$ cat src/rtl/serial_subtractor.sv
// Bit-serial two's-complement subtractor (diff = a - b), LSB first, one bit per clock.
// Optional signed-overflow output is enabled by defining SUB_OVERFLOW_EN.
module serial_subtractor #(
  parameter int unsigned WIDTH = 8
) (
  input  logic             clk,
  input  logic             rst_n,
  input  logic             start,
  input  logic [WIDTH-1:0] a,
  input  logic [WIDTH-1:0] b,
  output logic             busy,
  output logic             done,
  output logic [WIDTH-1:0] diff,
  output logic             borrow_out
`ifdef SUB_OVERFLOW_EN
  ,
  output logic             overflow
`endif
);

  localparam int unsigned CW = (WIDTH > 2) ? $clog2(WIDTH) : 1;

  typedef enum logic [1:0] {
    IDLE  = 2'd0,
    SHIFT = 2'd1,
    DONE  = 2'd2
  } state_t;

  state_t           state;
  logic [WIDTH-1:0] ra;
  logic [WIDTH-1:0] rb;
  logic             br;
  logic [CW-1:0]    cnt;
  logic             bit_d;
  logic             br_next;
  logic             last_bit;

  // Full-subtractor cell on the current LSBs
  always_comb begin
    bit_d    = ra[0] ^ rb[0] ^ br;
    br_next  = (~ra[0] & rb[0]) | (~(ra[0] ^ rb[0]) & br);
    last_bit = (cnt == CW'(WIDTH - 1));
  end

  // Minuend register doubles as the result shift register: each difference bit
  // enters at the MSB as the consumed minuend bit leaves at the LSB.
  always_ff @(posedge clk or negedge rst_n) begin
    if (!rst_n) begin
      state      <= IDLE;
      busy       <= 1'b0;
      done       <= 1'b0;
      diff       <= '0;
      borrow_out <= 1'b0;
      ra         <= '0;
      rb         <= '0;
      br         <= 1'b0;
      cnt        <= '0;
`ifdef SUB_OVERFLOW_EN
      overflow   <= 1'b0;
`endif
    end else begin
      case (state)
        IDLE: begin
          done <= 1'b0;
          if (start) begin
            ra    <= a;
            rb    <= b;
            br    <= 1'b0;
            cnt   <= '0;
            busy  <= 1'b1;
            state <= SHIFT;
          end
        end
        SHIFT: begin
          ra  <= {bit_d, ra[WIDTH-1:1]};
          rb  <= {1'b0, rb[WIDTH-1:1]};
          br  <= br_next;
          cnt <= cnt + CW'(1);
          if (last_bit) begin
            cnt        <= '0;
            diff       <= {bit_d, ra[WIDTH-1:1]};
            borrow_out <= br_next;
`ifdef SUB_OVERFLOW_EN
            // On the final bit ra[0]/rb[0] are the original operand sign bits
            overflow   <= (ra[0] != rb[0]) && (bit_d != ra[0]);
`endif
            done       <= 1'b1;
            state      <= DONE;
          end
        end
        DONE: begin
          done  <= 1'b0;
          busy  <= 1'b0;
          state <= IDLE;
        end
        default: begin
          done  <= 1'b0;
          busy  <= 1'b0;
          state <= IDLE;
        end
      endcase
    end
  end

endmodule
$ cat config.mk
export PLATFORM = sky130hd
export DESIGN_NAME = serial_subtractor
export DESIGN_NICKNAME = d
export VERILOG_FILES = /design/src/rtl/serial_subtractor.sv
export SDC_FILE = /design/constraint.sdc
export NUM_CORES = 1
export LEC_CHECK = 0
export CAP_MARGIN = 20
export CORE_MARGIN = 5
export CORE_UTILIZATION = 45
export DETAILED_ROUTE_END_ITERATION = 8
export MAX_ROUTING_LAYER = met4
export PLACE_DENSITY_LB_ADDON = 0.1
export SYNTH_ARGS = -nofsm -noshare
export SYNTH_HDL_FRONTEND = slang
export SYNTH_SLANG_ARGS = --single-unit
export TNS_END_PERCENT = 5
$ cat constraint.sdc
create_clock -name clk -period 1.41 [get_ports clk]
set_input_delay 0.282 -clock clk [delete_from_list [all_inputs] [get_ports clk]]
set_output_delay 0.282 -clock clk [all_outputs]
set_load 0.03 [all_outputs]
[Word-level counts from Yosys, hierarchy flattened]
Index checks and enable logic that the tools add are counted.
Storage, ports and cells
  bits in registers: 33
  input bits: 19
  logic and storage cells: 44
Cells by class
  add/subtract/negate cells: 1
  equal/unequal tests: 4
  mux-type cells: 16
  bitwise logic cells: 8
  reduce and logical (&&, ||, !) cells: 6
Operator list (number)
  $pmux 8 s2: 2
  $mux 8: 2
  $reduce_and 2->1: 4
  $mux 3: 2
  $pmux 3 s2: 1
  $mux 1: 4
  $mux 2: 2
  $ne 2x2->1 const B: 2
  $pmux 1 s2: 2
  $pmux 2 s2: 1
  $add 3x1->3 const B: 1
  $eq 3x3->1 const B: 1
  $not 1->1: 3
  $and 1x1->1: 2
  $eq 2x1->1 const B: 1
  $logic_not 2->1: 1
  $reduce_bool 2->1: 1
  $xor 1x1->1: 2
  $or 1x1->1: 1

[Logic depth before layout (Yosys ltp)]
Gate-level depths: netlist (run 1).
  depth in word-level cells: 5
  mapped depth: 6

[Worst setup path after synthesis (run 1)]
No wires, ideal clock.
  kind: flip-flop to flip-flop
  start point: reg cnt[0]
  end point: reg diff[0]
  library setup time: 0.125 ns
  arrival: 1.334 ns
  data required time: 1.285 ns
  path slack: -0.049 ns
  cell stages (with the launch flop): 6
  buffers on the path: 1
  path through: dfrtp_1 -> ha_1 -> ha_1 -> nand3b_4 -> buf_6 -> mux2_4
Between the ends
  cells in the longest elaborated chain, start to end: 2
Ends and longest elaborated chain
  from (decl): RTL line 33  | logic [CW-1:0] cnt;
  from (signal assigned): RTL line 78  | cnt <= cnt + CW'(1);
  $eq 3x3->1: RTL line 42  | last_bit = (cnt == CW'(WIDTH - 1));
  $reduce_and 2->1 (no line)
  to (signal assigned): RTL line 81  | diff <= {bit_d, ra[WIDTH-1:1]};
  to (decl): RTL line 13  | output logic [WIDTH-1:0] diff,
No other way between the ends.
A chain may end at the register's enable or synchronous reset.

[Final worst setup path (run 1)]
  start point: reg cnt[0]
  end point: reg diff[7]
Same word-level chain as after synthesis.

==> out/metrics.csv, run 1 <==
metric,value,unit
post-route ant nets,0,
period utilisation layout,0.989,
Rel. slew slack,0.741,
outcome,completed,
TritonCTS buffer count,5,
die width,67.5,µm
Total Wirelength,3.19,mm
WP data arrival,1620,ps
Vias,1111,
core area,3100,µm²
fmax,717,MHz
"Req. time, crit path",1630,ps
H-tree lvl count,2,
largest net degree at the start of global routing,34,
synthesized flop and latch total,33,
vias in the first global route,1196,
Worst-Margin Slew,385,ps
final hold vios,0,
Starting DRT DRC Count,54,
clk_lat worst skew,330,ps
initial antenna violation count,0,
Global Route Usage Sum,0.164,
Pre-antenna DRT Iters,4,
cts hold-fix bufs,0,
PwrDens,2180,nW/µm²
post-synth top area cell,dfrtp_1,
Die ar.,4560,µm²
critical path class,reg -> reg,
NumNets Final,186,
first-pass GRT wire length,5.40,mm
die height,67.5,µm
Root Driver,clkbuf_4,
# IOs,30,
crit path launch type,register,
maxcap violations,0,
simple-gate area share of the yosys netlist,0.0697,
drt wl/cell,15.4,µm
setup violators final,0,
Yosys warnings,0,
RePlAce Congestion,0.783,
Post-Synthesis Cells,126,
post-synth net total,148,
top cell type's share of synthesized area,0.555,
Synth Area in Adders,0.0303,
max-slew violations,0,
port buffer count,29,
Post-Syn Area per Cell,11.8,µm²
Hold Path Class,in -> async,
post-synthesis mux area share,0.0782,
Hold WS,311,ps
register area share after synthesis,0.555,
largest family of logic cells by synthesized area,compound AO/OA/AOI/OAI gates,
post-DP HPWL,2.26,mm
min Tclk post-route,1400,ps
Max VDD drop,846,µV
Clock Skew,10.4,ps
total grt overflow,0,
"Cell Area, Synth",1490,µm²
R2R setup slack,10,ps
Clock Path Buffers,2,
top_reg_cell synth,dfrtp_1,
clock slew at reported path FFs,100,ps
Post-synth EDFFs,0,
CTS Sinks,33,
final setup TNS,0,ps
FP Rows,20,
TritonCTS clock tree,yes,
ys async rst share,1.00,
Crit. End Element,register,
post-synthesis xor/xnor area fraction,0,
Initial Util,0.480,
CP max FO,10,
Power Total,4.17,mW
RSZ-0062 raised after global routing,yes,
layout cells sized above 1,0.189,
Yosys cell types,24,
Leakage,0.862,nW
commonest cells in the netlist,"dfrtp_1 (33), o22ai_1 (27), a21oi_1 (15)",
Antenna Cells,0,
"Area growth, synth to finish",28.5,%
vias per cell,5.34,
post-synthesis compound-gate area fraction,0.206,
"count leader, synth",dfrtp_1,
Residual DRC,0,
top post-synthesis cells by area,"dfrtp_1 (55%), o22ai_1 (11%), mux2_4 (7.1%)",
[logic make-up (layout without fill, tap and decap cells)]
family          after synthesis  in the layout
flops                        33             33
buf+inv                      14             52
fa+ha+maj                     3              3
compound gates               50             50
simple gates                 18             18
mux                           8              8
[cell usage in the layout, fill, tap and decap left out, types with 2 or more instances in the layout]
cell type and instances:
nor2_1 8, buf_4 10, clkdlybuf4s15_1 5, o221a_2 2, nand2b_2 2, a21oi_1 15, inv_1 5, mux2_4 8
o21ai_0 3, nand3b_1 2, o22ai_1 27, dlygate4sd2_1 6, dfrtp_1 33, clkdlybuf4s50_1 18, a22o_1 2, clkbuf_4 5
nand2_1 2
[worst max-delay path: stages, from the launching register on]
cell	delay (ps)
dfrtp_1	390
ha_1	200
ha_2	190
nand3b_4	180
mux2_4	320
[layout make-up]
type | count | area (µm²)
clock buffer | 7 | 55.1
fill | 287 | 1190
tap | 44 | 55.1
sequential | 33 | 826
multi-input combinational | 79 | 581
timing repair buffer | 40 | 378
inverter | 5 | 18.8
[per-stage QoR]
stage          cells  setup slack, ps  area, µm²  utilization
2_1_floorplan    126             6.46       1500            -
3_3_place_gp     201            -2.89       1860        0.599
3_5_place_dp     201            -61.6       1860        0.599
4_1_cts          208             3.02       1900        0.614
5_1_grt          208            -27.3       1910        0.617
6_report         208             14.9       1910        0.617
[final timing paths]
| path | start | endpoint | cells after the start |
|---|---|---|---|
| setup / recovery | cnt[0] | diff[7] | 4 |
| hold / removal | rst_n | diff[4] | 2 |
| setup reg to reg | cnt[0] | diff[7] | 4 |
| hold reg to reg | done | done | 2 |
| max in group asynchronous | rst_n | rb[3] | 2 |
| min in group clk | done | done | 2 |
[report_power, final]
| part | internal [mW] | switching [mW] | total [mW] |
|---|---|---|---|
| clock | 0.235 | 0.300 | 0.536 |
| sequential | 1.39 | 0.326 | 1.72 |
| combinational | 0.916 | 0.999 | 1.92 |
| total | 2.54 | 1.63 | 4.17 |
[flip-flops by register name, indices dropped and copies added, names as in the netlist]
register	flops
br	1
rb	8
busy	1
state	2
cnt	3
ra	8
done	1
borrow_out	1
diff	8
[metal layers]
layer / vias to the layer above / part of all wire / GRT usage
met2: 35 / 0.47 / 0.239
met1: 521 / 0.45 / 0.206
met3: 9 / 0.059 / 0.0433
met4: 0 / 0.025 / 0.0911
li1: 546 / - / -
met5: - / 0 / -
[what timing repair did]
action / CTS / global route
gates resized for setup: 12 / 6
setup buffers: 0 / 0
pin swaps: 0 / 0
setup endpoints to repair: 12 / 18
No activity file was read; power rests on OpenSTA's default activity.
==> run 2: changes to the inputs <==
Settings changed: ABC_CLOCK_PERIOD_IN_PS set to 1200, GPL_TIMING_DRIVEN set to 0.
Clock period 1.41 ns to 1.2 ns, I/O delays scaled along.
==> run 2 against run 1 <==
Against the previous run:
- the flow now finishes with violations (setup timing)
- largest power group unchanged
- register-to-register slack got worse by 230 ps
- worst hold slack better by 160 ps
- clock skew down 2.7 ps
- flip-flop and latch count did not move
- non-clock buffer count is 3 higher
- core utilization grew 3.5 points
==> out/metrics.csv, run 2 (synthesis gave the netlist of run 1 again) <==
metric,value,unit
Clock Skew,7.79,ps
Residual DRC,0,
TritonCTS clock tree,yes,
outcome,finished with violations,
Rel. slew slack,0.519,
TritonCTS buffer count,5,
WP data arrival,1640,ps
worst-path cell chain,"ha_2, ha_4, nand3b_4, buf_12, mux2_4",
post-route ant nets,0,
Total Wirelength,3.16,mm
CTS Sinks,33,
Global Route Usage Sum,0.167,
vias in the first global route,1211,
Die ar.,4560,µm²
NumNets Final,189,
Starting DRT DRC Count,53,
final hold vios,0,
fmax,705,MHz
maxcap violations,0,
Vias,1137,
total grt overflow,0,
"Area growth, synth to finish",35.7,%
RePlAce Congestion,0.779,
"commonest non-fill, non-tap cell in the layout",dfrtp_1,
failing checks,setup timing,
hold path endpoint,rb[7],
"Req. time, crit path",1420,ps
max-slew violations,0,
Post-Place Setup Slack,-423,ps
Worst path slowest cell,dfrtp_1,
PwrDens,2590,nW/µm²
initial antenna violation count,0,
clock slew at reported path FFs,100,ps
core area,3100,µm²
drt wl/cell,14.9,µm
crit path launch type,register,
R2R setup slack,-220,ps
final worst slack,-218,ps
Top Registers,"diff: 8 flops, ra: 8 flops, rb: 8 flops",
R2R Path End,diff[3],
min Tclk post-route,1420,ps
"slowest stage delay, CP",400,ps
FP Rows,20,
critical path class,reg -> reg,
die height,67.5,µm
Filler cells,270,
CP max FO,9,
Pre-antenna DRT Iters,4,
Antenna Cells,0,
first-pass GRT wire length,5.53,mm
clk_lat worst skew,330,ps
die width,67.5,µm
largest net degree at the start of global routing,34,
port buffer count,29,
# IOs,30,
Root Driver,clkbuf_4,
Worst-Margin Slew,722,ps
setup violators final,31,
Worst Hold Depth,3,
r2r startpoint,cnt[1],
vias per cell,5.36,
layout cells sized above 1,0.315,
period utilisation layout,1.18,
Max VDD drop,1160,µV
kind of cell adding the most delay to the critical path,flip-flops,
Crit. End Element,register,
final setup TNS,-2570,ps
RSZ-0062 raised after global routing,yes,
Initial Util,0.480,
Clock Path Buffers,2,
H-tree lvl count,2,
crit path buf inv count,1,
FF-to-FF path depth,5,
post-DP HPWL,2.25,mm
"commonest cells after routing, fill and taps aside","dfrtp_1 (33), o22ai_1 (22), clkdlybuf4s50_1 (17)",
Hold Path Class,in -> reg,
Leakage,0.884,nW
Hold Startpoint,b[7],
## run 2: changes by cell type in the layout (fill, tap and decap cells not counted), moves of 3 or more
| cell | previous run | this run |
|---|---|---|
| buf_6 | 0 | 3 |
| o22ai_2 | 0 | 5 |
| dlygate4sd2_1 | 6 | 0 |
| buf_4 | 10 | 6 |
| clkdlybuf4s15_2 | 0 | 11 |
| o22ai_1 | 27 | 22 |
| clkdlybuf4s15_1 | 5 | 0 |
| buf_2 | 0 | 3 |
## run 2: worst max path at each step
| stage | startpoint | endpoint | slack, ps | depth (start not counted) |
|---|---|---|---|---|
| 2_1_floorplan | cnt[0] | diff[0] | -160 | 5 |
| 3_3_place_gp | rst_n | rb[3] | -790 | 1 |
| 3_5_place_dp | start | rb[0] | -420 | 5 |
| 4_1_cts | cnt[0] | diff[3] | -230 | 5 |
| 5_1_grt | cnt[1] | diff[3] | -270 | 5 |
| 6_report | cnt[1] | diff[3] | -220 | 5 |
## run 2: metrics by stage
stage	hold WS, ps	util	instances	instance area, µm²	total power [mW]
2_1_floorplan	-55.6	-	126	1510	3.63
3_3_place_gp	466	0.597	199	1850	4.34
3_5_place_dp	346	0.596	199	1850	4.42
4_1_cts	447	0.641	211	1990	5.19
5_1_grt	474	0.651	212	2020	5.62
6_report	472	0.651	212	2020	5.23
## run 2: layout make-up
cell class | instances | area (µm²) | share of cell area
clock inverter | 1 | 5.00 | 0.00248
sequential | 33 | 826 | 0.409
tap | 44 | 55.1 | 0.0272
buffer | 9 | 93.8 | 0.0464
multi-input combinational | 79 | 618 | 0.306
inverter | 5 | 18.8 | 0.00929
clock buffer | 7 | 65.1 | 0.0322
timing repair buffer | 34 | 339 | 0.168
## run 2: worst reg2reg max path, delay by kind of cell, from the launching register on
family / cells / cell delay (ps)
and+or+nand+nor: 1 / 90
buffers and inverters: 1 / 140
muxes: 1 / 300
adders and majority gates: 2 / 380
DFF: 1 / 400
## run 2: where the power goes
| group | internal, mW | leakage [nW] | switching [mW] |
|---|---|---|---|
| registers | 1.63 | 0.385 | 0.406 |
| logic | 1.26 | 0.457 | 1.22 |
| clock network | 0.339 | 0.0413 | 0.368 |
## run 2: routing by layer
layer	part of all wire	vias to the layer above	GRT usage	routed length (µm)
met5	0	-	-	0
met4	0.016	0	0.0608	51
met3	0.054	6	0.0516	170
met2	0.48	26	0.264	1510
met1	0.45	547	0.201	1440
li1	-	558	-	-
## run 2: repair_timing
action,CTS,global route
pin swaps,2,0
endpoints found under the setup margin,34,39
cloned,0,0
endpoints found under the hold margin,33,0
hold buffers,1,0
resized for setup,41,4
buffers inserted,3,1
